$ cat src/rtl/stim_pkg.sv
// Shared types and constants for the FIFO stimulus driver.
package stim_pkg;

  typedef enum logic [2:0] {
    IDLE,
    FILL,
    MIXED,
    DRAIN,
    DONE
  } stim_state_t;

  // Galois feedback mask for x^16 + x^14 + x^13 + x^11 (right-shifting form).
  localparam logic [15:0] LFSR_TAPS = 16'hB400;

  // One Galois step: shift right, fold the feedback mask in when the bit shifted out was 1.
  function automatic logic [15:0] lfsr_next(input logic [15:0] cur);
    return {1'b0, cur[15:1]} ^ (cur[0] ? LFSR_TAPS : 16'h0000);
  endfunction

endpackage

$ cat src/rtl/stim_lfsr.sv
// 16-bit Galois LFSR that supplies the push/pop coin flips for the MIXED phase.
// Only the two low bits are consumed downstream, so only those are exported.
module stim_lfsr #(
  parameter logic [15:0] SEED = 16'hACE1
) (
  input  logic       clk,
  input  logic       rst,
  input  logic       en_i,
  output logic [1:0] bits_o
);
  import stim_pkg::*;

  logic [15:0] lfsr_q;
  logic [15:0] lfsr_d;

  // Advance one step when enabled, otherwise hold.
  always_comb begin
    lfsr_d = lfsr_q;
    if (en_i) lfsr_d = lfsr_next(lfsr_q);
  end

  // Seed on reset so every run after reset replays the same sequence.
  always_ff @(posedge clk) begin
    if (rst) lfsr_q <= SEED;
    else     lfsr_q <= lfsr_d;
  end

  assign bits_o = lfsr_q[1:0];

endmodule

$ cat src/rtl/fifo_stim_driver.sv
// Constrained push/pop stimulus generator for a FIFO under test. Never pushes into a full
// FIFO or pops an empty one, tags one push as the magic packet, and cross-checks the FIFO
// flags against its own occupancy count.
module fifo_stim_driver #(
  parameter int          DEPTH     = 8,
  parameter int          WIDTH     = 8,
  parameter int          CNTWID    = $clog2(DEPTH) + 1,
  parameter int          NUM_PUSH  = 12,
  parameter int          MAGIC_IDX = 3,
  parameter logic [15:0] SEED      = 16'hACE1,
  parameter int          XOR_MASK  = 0
) (
  input  logic             clk,
  input  logic             rst,
  input  logic             go,
  input  logic             full,
  input  logic             empty,
  output logic             push,
  output logic             pop,
  output logic             start,
  output logic [WIDTH-1:0] data_in,
  output logic             busy,
  output logic             done,
  output logic             mismatch
);
  import stim_pkg::*;

  localparam logic [CNTWID-1:0] DEPTH_C   = CNTWID'(DEPTH);
  localparam logic [15:0]       NUM_C     = 16'(NUM_PUSH);
  localparam logic [31:0]       MAGIC_C   = 32'(MAGIC_IDX);
  localparam logic [WIDTH-1:0]  MASK_C    = WIDTH'(XOR_MASK);

  stim_state_t       state_q, state_d;
  logic [CNTWID-1:0] cnt_q, cnt_d;
  logic [15:0]       push_idx_q, push_idx_d;
  logic [15:0]       pop_total_q, pop_total_d;
  logic              mismatch_q, mismatch_d;
  logic [1:0]        rnd;
  logic              room;

  stim_lfsr #(
    .SEED(SEED)
  ) u_lfsr (
    .clk   (clk),
    .rst   (rst),
    .en_i  (busy),
    .bits_o(rnd)
  );

  assign busy     = (state_q == FILL) || (state_q == MIXED) || (state_q == DRAIN);
  assign done     = (state_q == DONE);
  assign mismatch = mismatch_q;
  assign start    = push && ({16'h0000, push_idx_q} == MAGIC_C);
  assign data_in  = rst ? '0 : (WIDTH'(push_idx_q) ^ MASK_C);

  // Push/pop requests per phase, gated so the FIFO is never over- or under-run.
  always_comb begin
    // NOTE: every signal written here gets a default first so no latch is inferred.
    push = 1'b0;
    pop  = 1'b0;
    room = !full && (push_idx_q < NUM_C);
    case (state_q)
      FILL:  push = room;
      MIXED: begin
        push = rnd[0] && room;
        pop  = rnd[1] && !empty;
      end
      DRAIN: pop = !empty;
      default: ;
    endcase
    if (rst) begin
      push = 1'b0;
      pop  = 1'b0;
    end
  end

  // Occupancy tracking, flag cross-check and phase sequencing.
  always_comb begin
    state_d     = state_q;
    cnt_d       = cnt_q;
    push_idx_d  = push_idx_q;
    pop_total_d = pop_total_q;
    mismatch_d  = mismatch_q;
    if (busy) begin
      if ((empty != (cnt_q == '0)) || (full != (cnt_q == DEPTH_C))) mismatch_d = 1'b1;
      push_idx_d  = push_idx_q + 16'(push);
      pop_total_d = pop_total_q + 16'(pop);
      // Simultaneous push and pop leaves the count alone; a one-sided move that would
      // leave [0, DEPTH] saturates and is itself treated as a flag disagreement.
      if (push && !pop) begin
        if (cnt_q == DEPTH_C) mismatch_d = 1'b1;
        else                  cnt_d      = cnt_q + 1'b1;
      end else if (pop && !push) begin
        if (cnt_q == '0) mismatch_d = 1'b1;
        else             cnt_d      = cnt_q - 1'b1;
      end
      // Phase exits look at the post-update values so the move happens on the same edge
      // that completes the condition.
      case (state_q)
        FILL:  if ((push_idx_d == NUM_C) || (cnt_d == DEPTH_C)) state_d = MIXED;
        MIXED: if (push_idx_d == NUM_C) state_d = DRAIN;
        DRAIN: if (cnt_d == '0) state_d = DONE;
        default: ;
      endcase
    end else if (go) begin
      state_d     = FILL;
      cnt_d       = '0;
      push_idx_d  = '0;
      pop_total_d = '0;
    end
  end

  // State and counter registers with synchronous reset.
  always_ff @(posedge clk) begin
    // NOTE: non-blocking updates so every register sees only pre-edge values.
    if (rst) begin
      state_q     <= IDLE;
      cnt_q       <= '0;
      push_idx_q  <= '0;
      pop_total_q <= '0;
      mismatch_q  <= 1'b0;
    end else begin
      state_q     <= state_d;
      cnt_q       <= cnt_d;
      push_idx_q  <= push_idx_d;
      pop_total_q <= pop_total_d;
      mismatch_q  <= mismatch_d;
    end
  end

endmodule

$ cat config.mk
export PLATFORM = sky130hd
export DESIGN_NAME = fifo_stim_driver
export DESIGN_NICKNAME = d
export VERILOG_FILES = /design/src/rtl/stim_pkg.sv /design/src/rtl/stim_lfsr.sv /design/src/rtl/fifo_stim_driver.sv
export SDC_FILE = /design/constraint.sdc
export NUM_CORES = 1
export LEC_CHECK = 0
export CAP_MARGIN = 25
export CELL_PAD_IN_SITES_DETAIL_PLACEMENT = 1
export CELL_PAD_IN_SITES_GLOBAL_PLACEMENT = 2
export CORE_ASPECT_RATIO = 1.1
export CORE_MARGIN = 2
export CORE_UTILIZATION = 31
export DETAILED_ROUTE_END_ITERATION = 8
export PLACE_DENSITY_LB_ADDON = 0.1
export SLEW_MARGIN = 10
export SYNTH_ARGS = -nofsm -noshare
export SYNTH_HDL_FRONTEND = slang
export SYNTH_SLANG_ARGS = --single-unit
$ cat constraint.sdc
create_clock -name clk -period 3 [get_ports clk]
set_input_delay 0.6 -clock clk [delete_from_list [all_inputs] [get_ports clk]]
set_output_delay 0.6 -clock clk [all_outputs]
set_load 0.05 [all_outputs]
Word-level counts from Yosys, hierarchy flattened
Cells that the tools add are included.
{"block": "totals", "mem_bits_ro": 0, "n_memories": 0, "ff_bits": 40, "wordCells": 68, "ramBits": 0, "latchBits": 0, "in_bits": 5}
{"block": "op_classes", "shifts": 0, "reduce_logical": 18, "bitwise_logic": 1, "eq_ne": 14, "n_mul": 0, "n_mux": 26, "n_div": 0, "add_sub_neg": 3, "magnitude_cmp": 1}
{"cell": "16-bit two-way mux", "n": 3}
{"cell": "4-bit two-way mux", "n": 7}
{"cell": "16-bit by 1-bit adder with 16-bit output", "n": 1}
{"cell": "16-bit by 2-bit == test with 1-bit output (second input constant)", "n": 1}
{"cell": "16-bit by 4-bit == test with 1-bit output (second input constant)", "n": 1}
{"cell": "16-bit by 4-bit less-than comparator with 1-bit output (second input constant)", "n": 1}
{"cell": "15-bit by 16-bit XOR with 16-bit output", "n": 1}
{"cell": "3-bit two-way mux", "n": 5}
{"cell": "3-bit by 2-bit inequality test with 1-bit output (second input constant)", "n": 3}
{"cell": "3-bit case mux with 3 select lines", "n": 1}
{"cell": "4-bit == test (second input constant)", "n": 2}
{"cell": "4-bit zero test", "n": 2}
{"cell": "8-bit two-way mux", "n": 1}
{"cell": "1-bit two-way mux", "n": 7}
{"cell": "3-bit by 2-bit == test with 1-bit output (second input constant)", "n": 2}
{"cell": "1-bit logical AND", "n": 6}
{"cell": "5-bit AND reduction", "n": 1}
{"cell": "4-bit by 1-bit adder with 4-bit output (second input constant)", "n": 1}
{"cell": "1-bit zero test", "n": 4}
{"cell": "1-bit logical OR", "n": 4}
{"cell": "4-bit by 1-bit inequality test with 1-bit output (second input constant)", "n": 1}
{"cell": "1-bit case mux with 2 select lines", "n": 2}
{"cell": "4-bit by 1-bit subtractor with 4-bit output (second input constant)", "n": 1}
{"cell": "3-bit by 1-bit == test with 1-bit output (second input constant)", "n": 1}
{"cell": "3 further kinds", "n": 4}

Longest topological paths before layout
Gate-level depths: netlist of the first run.
{"block": "depth", "ltp_word": 15, "ltp_mapped": 13, "mapped_depth_nobuf": 11}

Hierarchy
Synthesis of the first run repeated with hierarchy kept, for this count alone.
{"block": "hier_totals", "cells_unflattened": 304, "area_unflattened_um2": 2481.1}
{"mod": "fifo_stim_driver", "seq_area_each_um2": 480.5, "area_each_um2": 1836.8, "n_inst": 1, "cells_each": 246}
{"mod": "stim_lfsr", "seq_area_each_um2": 320.3, "area_each_um2": 644.4, "n_inst": 1, "cells_each": 58}

Least setup slack after synthesis of the first run
Ideal clock, no wire load.
{"block": "synth_timing", "path_kind": "input -> register", "start": "input rst", "end": "register state_q[1]", "setup_slack_ns": -0.538, "n_path_buf": 1, "t_arrival_ns": 3.478, "cell_stages": 12, "path_cell_list": "a2111oi_0 > o21ai_1 > nor2_2 > ha_1 > and3_1 > and3_1 > clkbuf_1 > nand3_1 > a211o_1 > nor4b_2 > o21bai_1 > a32o_1"}
{"block": "synth_via", "elab_chain_len": 10, "elab_cells_between_ends": 18}
{"element": "start: declaration", "line_no": "fifo_stim_driver.sv:14", "source": "input logic rst,"}
{"element": "1-bit two-way mux *", "line_no": "fifo_stim_driver.sv:71", "source": "if (rst) begin"}
{"element": "via push", "line_no": "fifo_stim_driver.sv:18", "source": "output logic push,"}
{"element": "parallel branches: the longest is 8 deep, another holds 16-bit by 1-bit adder with 16-bit output"}
{"element": "5-bit AND reduction (no source line) *"}
{"element": "end signal: assignment", "line_no": "fifo_stim_driver.sv:123", "source": "state_q <= state_d;"}
{"element": "end: declaration", "line_no": "fifo_stim_driver.sv:33", "source": "stim_state_t state_q, state_d;"}
Mark *: on every way through the listed nets, which the timed path passes. The select of a mux whose other input is x is not followed.
A chain may end at the register's enable or synchronous reset.

Worst setup path after layout of the first run
{"block": "layout_timing", "start": "input full", "end": "register state_q[1]"}
{"block": "layout_via", "elab_chain_len": 14, "elab_cells_between_ends": 20}
{"element": "start: declaration", "line_no": "fifo_stim_driver.sv:16", "source": "input logic full,"}
{"element": "1-bit zero test *", "line_no": "fifo_stim_driver.sv:61", "source": "room = !full && (push_idx_q < NUM_C);"}
{"element": "1-bit logical AND *", "line_no": "fifo_stim_driver.sv:61"}
{"element": "1-bit logical AND", "line_no": "fifo_stim_driver.sv:65", "source": "push = rnd[0] && room;"}
{"element": "1-bit case mux with 2 select lines *", "line_no": "fifo_stim_driver.sv:62", "source": "case (state_q)"}
{"element": "1-bit two-way mux *", "line_no": "fifo_stim_driver.sv:71"}
{"element": "parallel branches: the longest is 8 deep, another holds 16-bit by 1-bit adder with 16-bit output"}
{"element": "5-bit AND reduction (no source line) *"}
Every way passes the cells marked *. The select of a mux whose other input is x is not followed.

==> impl_metrics.csv, run 1 <==
group,metric,value,unit
outcome,outcome,"complete, no violations",
route,ant_nets,0,
floorplan,core,7960,um^2
logic_synthesis,yosys.area_share.simple,34.7,%
setup_path,crit_path_start_kind,"input port",
floorplan,dieArea,8980,um^2
clocking,cts_tree,"built",
sta,slew_violations,0,
sta,fin_crit,2.88,ns
setup_path,slowest_stage,"or4b_4",
setup_path,critical_path_depth,10,
placed_design,place_congestion,0.805,
sta,hold_viol_final,0,
cells_and_area,final_nets,388,
placed_design,portBuffers,18,
global_routing,grt.busiest_layer,"met2",
logic_synthesis,synthXorXnorAreaFrac,2.74,%
sta,fin_hold_ws,0.458,ns
clocking,clock_path_buffers,2,
cells_and_area,syn2layout_area_growth,31.9,%
sta,fmax,348,MHz
setup_path,crit_chain,"dlygate4sd2_1, a2111oi_4, o21ai_2, nor2_4, ha_4, or4b_4, a211o_1, nor4b_2, o21bai_1, a32o_1",
cells_and_area,fin_util,42.3,%
floorplan,fp.dieH,99.2,um
logic_synthesis,syn_avg_cell_area,7.81,um^2
global_routing,grt_use_total,18.3,%
hold_path,hold_path_depth,2,
route,dr.pass1.iters,4,
setup_path,end_kind,"flop",
sta,setup_viol,0,
setup_path,required,3.25,ns
setup_path,path_class,"input port to flop",
logic_synthesis,yosysUniqueCellTypes,67,
setup_path,arrival,3.12,ns
logic_synthesis,syn_nets,336,
clocking,clk_latency,0.30,ns
floorplan,start_util,32.1,%
route,vias,2566,
logic_synthesis,yosys_warnings,0,
route,viasPerCell,5.26,
hold_path,min_to,"u_lfsr.lfsr_q[14]",
sta,relSlewSlack,64.6,%
floorplan,num_io_pins,19,
logic_synthesis,synth_compound_gate_area_share,20.8,%
logic_synthesis,synth.area.mux_share,0.882,%
power,power_leakage,1.32,nW
setup_path,cp.buffers_inverters,1,
logic_synthesis,syn_area,2550,um^2
logic_synthesis,synthAdderAreaFrac,1.96,%
setup_path,rr_worst_depth,9,
hold_path,holdCritStartpoint,"u_lfsr.lfsr_q[15]",
global_routing,antenna_found_initial,0,
logic_synthesis,yosysSeqAreaShare,31.4,%
global_routing,grt_max_degree,34,
sta,fin_skew,0.00673,ns
global_routing,grt_pass1_vias,2655,
setup_path,cp_max_fo,3,
cells_and_area,num_antenna_cells,0,
logic_synthesis,synth_edf_count,0,
setup_path,rr_startpoint,"cnt_q[0]",
power,ir_drop,0.210,mV
logic_synthesis,ys_seq_elements,40,
cells_and_area,layout-drive-gt1-share,26.1,%
sta,worst_pin_slew,0.529,ns
global_routing,grt_first_pass_wirelength,13.4,mm
logic_synthesis,synth_cells,327,
setup_path,r2r-end,"state_q[1]",
sta,period_share,95.9,%
logic_synthesis,synth_top_family_by_area,"simple AND/OR/NAND/NOR gates",
logic_synthesis,yosysTopAreaCellShare,31.4,%
clocking,htree_levels,2,
setup_path,worst_path_dominant_cell_family,"compound AO/OA/AOI/OAI gates",
clocking,cts_hold_buf,0,
global_routing,use_met3,2.95,%
global_routing,met2_usage,33.2,%
clocking,clockRootBuffer,"clkbuf_8",
placed_design,dp_hpwl,5.82,mm
clocking,clk_pin_slew,0.09,ns
sta,rsz0062_at_grt,"false",
hold_path,hp-class,"flop to flop",
clocking,cts_made_buffers,5,
route,drt-total-wl,7.91,mm
logic_synthesis,synth_top_cell_by_area,"dfxtp_1",
logic_synthesis,synthArstFlopShare,0,%
floorplan,rows,34,
setup_path,ff2ff_setup_slack,0.15,ns
route,wl_per_cell,16.2,um
clocking,cts_sinks,40,
global_routing,grt-ovfl-total,0,
global_routing,use_met1,23.0,%
run,maxCapViolCount,0,
power,power_density,352,nW/um^2
route,drt-initial-drc-count,82,
logic_synthesis,ys_top_cells_by_area,"dfxtp_1 (31%), a21oi_1 (5.7%), nand2_1 (5.4%), nor2_1 (4.9%), clkbuf_1 (3.1%)",
setup_path,critical_path.max_stage_delay,0.47,ns
logic_synthesis,ys.flop_type,"dfxtp_1",
route,drc,0,
floorplan,dieWidth,90.5,um
## what timing repair did
action	CTS	global route
endpoints found under the setup margin	2	2
gates resized for setup	2	7
hold endpoints to repair	0	0
setup buffers	1	0
pin swaps	3	4
## cells in the mapped netlist, drive strengths merged (2+ instances only)
cell type	n
clkbuf	22
nand3b	10
nand4b	2
or4b	5
o21ai	18
and2	4
nand3	6
or2b	2
nor4b	4
a211o	4
xnor2	7
or2	2
buf	7
nand4	4
or3	2
nor2b	9
inv	6
and3	9
nor2	34
a311oi	4
nor3b	5
dfxtp	40
a22oi	3
nor4	3
a31oi	6
a21oi	29
nor3	9
ha	4
a211oi	4
o21bai	2
nand2	38
and2b	2
## worst max path at each step
stage	end	startpoint	slack, ns
6_report	state_q[1]	full	0.12
5_1_grt	state_q[1]	push_idx_q[10]	0.008
4_1_cts	state_q[1]	empty	0.04
3_5_place_dp	state_q[1]	full	-0.42
3_3_place_gp	state_q[1]	full	-0.41
2_1_floorplan	state_q[1]	full	-0.10
## cells in the final DEF (no fill, tap or decap), types with 5 or more instances in the layout
cell / Yosys / routed
clkbuf_8: 1 / 5
xnor2_1: 7 / 7
nand2_1: 37 / 37
buf_4: 0 / 57
nand3b_1: 10 / 10
a21oi_1: 29 / 29
and3_1: 9 / 7
dfxtp_1: 40 / 39
nor3_1: 9 / 7
nor2b_1: 9 / 9
nor2_1: 33 / 33
a31oi_1: 6 / 6
nor3b_1: 5 / 5
o21ai_0: 15 / 15
clkdlybuf4s50_1: 0 / 11
inv_1: 6 / 6
nand3_1: 6 / 5
## sequential cells by signal (all words and copies together) (netlist names)
register / flops
push_idx_q: 16
mismatch: 1
u_lfsr.lfsr_q: 16
state_q: 3
cnt_q: 4
## tightest hold or removal path: cells and delay by family, from the launching register on
| kind | cells | cell delay (ns) |
|---|---|---|
| flip-flops | 1 | 0.32 |
| AND/OR/NAND/NOR | 1 | 0.05 |
| AO/OA/AOI/OAI | 1 | 0.05 |
## per-stage QoR
stage	setup WS [ns]	setup TNS (ns)	power (W)	instance area [um^2]	instances
after CTS	0.0401	0	0.00121	3330	488
final	0.124	0	0.00119	3370	488
after detailed placement	-0.424	-1.61	0.000736	3210	479
after floorplan	-0.101	-0.193	0.000681	2640	327
after global routing	0.00802	0	0.00125	3370	488
after global placement	-0.409	-1.38	0.000732	3210	479
## layer usage
| metal | wire, um | share of wire (%) | vias to the layer above |
|---|---|---|---|
| li1 | - | - | 1279 |
| met1 | 3700 | 47 | 1261 |
| met4 | 59 | 0.75 | 0 |
| met3 | 157 | 2.0 | 5 |
| met5 | 0 | 0 | - |
| met2 | 3990 | 51 | 21 |
## logic make-up (layout without fill, tap and decap cells)
| logic type | Yosys count | after routing |
|---|---|---|
| AND/OR/NAND/NOR | 156 | 156 |
| adder cells (fa/ha/maj) | 4 | 4 |
| XOR/XNOR | 8 | 8 |
| flip-flops | 40 | 40 |
| multiplexers | 1 | 1 |
| AO/OA/AOI/OAI | 82 | 82 |
| buffers and inverters | 36 | 89 |
## report_power, final
part / switching (W) / internal (W) / total [W]
Sequential: 0.0000130 / 0.000549 / 0.000562
Combinational: 0.0000990 / 0.0000602 / 0.000159
Clock: 0.000215 / 0.000251 / 0.000466
## final cells by class
cell class,instances,area (um^2)
Clock buffer,5,68.8
Clock inverter,3,47.5
Timing Repair Buffer,74,624
Sequential cell,40,802
Multi-Input combinational cell,251,1660
Inverter,7,26.3
Fill cell,996,4590
Tap cell,108,135
Power figures use the tool's default switching activity.
==> run 2: changes to the inputs <==
Settings changed: CAP_MARGIN 25 to 30, SETUP_SLACK_MARGIN set to 0.05.
==> run 2 against run 1 <==
Net effect:
- worst hold slack improved by 0.0041 ns
- global-route usage decreased by 0.12 points
- maximum frequency increased by 1.2%
- sequential share of layout area increased by 0.096 points
- count of clock-buffer cells in the layout unchanged
- final cell count decreased by 0.61%
- design area decreased by 0.56%
- clock power increased by 0.9%
- combinational power about the same
- largest power group unchanged
==> impl_metrics.csv, run 2 (synthesis results as in run 1) <==
group,metric,value,unit
floorplan,rows,34,
sta,worst_pin_slew,0.575,ns
global_routing,grt_use_total,18.2,%
power,power_density,356,nW/um^2
global_routing,grt_first_pass_wirelength,13.3,mm
clocking,clk_latency,0.30,ns
global_routing,grt_max_degree,34,
floorplan,fp.dieH,99.2,um
sta,relSlewSlack,61.5,%
power,switching_share,27.7,%
clocking,clockRootBuffer,"clkbuf_8",
cells_and_area,final_nets,385,
route,drc,0,
clocking,clock_path_buffers,2,
route,ant_nets,0,
floorplan,start_util,32.1,%
route,viasPerCell,5.25,
sta,rsz0062_at_grt,"true",
cells_and_area,num_antenna_cells,0,
setup_path,cp_max_fo,3,
route,vias,2544,
power,power_frac_seq,47.2,%
power,p_comb_share,13.3,%
global_routing,grt_pass1_vias,2559,
setup_path,crit_path_start_kind,"flop",
setup_path,rr_worst_depth,12,
run,maxCapViolCount,0,
setup_path,cp-endpoint,"state_q[1]",
power,power_leakage,1.31,nW
sta,fmax,352,MHz
cells_and_area,mostFrequentLayoutCell,"buf_4",
global_routing,antenna_found_initial,0,
setup_path,rr_startpoint,"push_idx_q[5]",
placed_design,dp.cells,476,
power,totalPowerFinal,0.00119,W
route,drt-initial-drc-count,62,
power,ir_drop,0.163,mV
setup_path,arrival,3.04,ns
cells_and_area,reg_top3,"push_idx_q: 16 flops, u_lfsr.lfsr_q: 16 flops, cnt_q: 4 flops",
placed_design,dp_slack,-0.489,ns
route,wl_per_cell,16.0,um
route,dr.pass1.iters,4,
clocking,cts_sinks,40,
setup_path,startpoint,"push_idx_q[5]",
clocking,clk_pin_slew,0.09,ns
placed_design,place_congestion,0.780,
placed_design,dp_hpwl,5.73,mm
floorplan,num_io_pins,19,
cells_and_area,mostFrequentLayoutCells,"buf_4 (54), dfxtp_1 (40), nand2_1 (37)",
sta,hold_viol_final,0,
sta,period_share,94.8,%
clocking,cts_made_buffers,5,
sta,slew_violations,0,
cells_and_area,syn2layout_area_growth,31.2,%
route,drt-total-wl,7.78,mm
setup_path,required,3.20,ns
setup_path,end_kind,"flop",
sta,fin_crit,2.84,ns
clocking,htree_levels,2,
global_routing,grt-ovfl-total,0,
power,p_sw,0.000330,W
sta,setup_viol,0,
power,clock_power_share,39.5,%
placed_design,portBuffers,18,
floorplan,dieWidth,90.5,um
floorplan,core,7960,um^2
sta,setup_slack,0.157,ns
hold_path,hp-class,"flop to flop",
sta,fin_skew,0.00753,ns
cells_and_area,layout-drive-gt1-share,26.0,%
outcome,outcome,"complete, no violations",
power,p_int,0.000861,W
cells_and_area,instances_no_fill,485,
clocking,cts_tree,"built",
cells_and_area,fin_util,42.1,%
floorplan,dieArea,8980,um^2
setup_path,r2r-end,"state_q[1]",
setup_path,ff2ff_setup_slack,0.16,ns
setup_path,path_class,"flop to flop",
clocking,cts_hold_buf,0,
run 2: how the worst min path moves through the flow:
stage                                 from          endpoint  slack (ns)  cells after the start
final                     u_lfsr.lfsr_q[9]  u_lfsr.lfsr_q[8]        0.46                      2
after global routing      u_lfsr.lfsr_q[9]  u_lfsr.lfsr_q[9]        0.49                      2
after CTS                 u_lfsr.lfsr_q[9]  u_lfsr.lfsr_q[9]        0.47                      2
after detailed placement  u_lfsr.lfsr_q[2]  u_lfsr.lfsr_q[1]        0.45                      2
after global placement    u_lfsr.lfsr_q[5]  u_lfsr.lfsr_q[4]        0.44                      2
after floorplan           u_lfsr.lfsr_q[3]  u_lfsr.lfsr_q[2]        0.43                      2
run 2: timing repair:
item / 4_1_cts / 5_1_grt
buffers inserted: 1 / 0
pin swaps: 4 / 3
gates resized for setup: 4 / 6
endpoints found under the setup margin: 3 / 3
hold endpoints to repair: 0 / 0
run 2: area by class of cell:
type / instances / area, um^2
clock buffers: 5 / 68.8
clock inverters: 3 / 47.5
fillers: 1023 / 4610
inverters: 7 / 26.3
multi-input cells: 251 / 1670
flip-flops and latches: 40 / 801
well taps: 108 / 135
repair buffers: 71 / 602
run 2: metrics by stage:
stage,cell area (um^2),hold WS [ns],setup TNS (ns)
after floorplan,2640,0.432,-0.193
after global routing,3350,0.487,0
final,3350,0.462,0
after detailed placement,3190,0.451,-1.93
after global placement,3190,0.437,-1.41
after CTS,3320,0.465,0
run 2: critical path, cell delays in order (launching register included):
cell      delay, ns
dfxtp_1        0.33
nor4_2         0.30
nand4_1        0.13
buf_4          0.18
nor2_4         0.16
ha_4           0.16
nand3_1        0.09
or4b_4         0.50
nor3b_1        0.15
a31oi_1        0.18
nor4b_2        0.09
o21bai_2       0.21
a32o_1         0.25
run 2: power groups by stage:
| stage | combinational [W] | sequential, W | clock [W] |
|---|---|---|---|
| 6_report | 0.000158 | 0.000563 | 0.000470 |
| 5_1_grt | 0.000178 | 0.000566 | 0.000513 |
| 4_1_cts | 0.000160 | 0.000563 | 0.000492 |
| 3_5_place_dp | 0.000159 | 0.000575 | 0 |
| 3_3_place_gp | 0.000157 | 0.000575 | 0 |
| 2_1_floorplan | 0.000108 | 0.000573 | 0 |
run 2: per-layer routing:
metal / vias to the layer above / GRT usage [%] / share of wire, %
met3: 6 / 2.50 / 1.4
met1: 1247 / 23.3 / 48
met2: 18 / 32.3 / 50
met4: 0 / 4.26 / 0.95
met5: - / 0 / 0
li1: 1273 / - / -
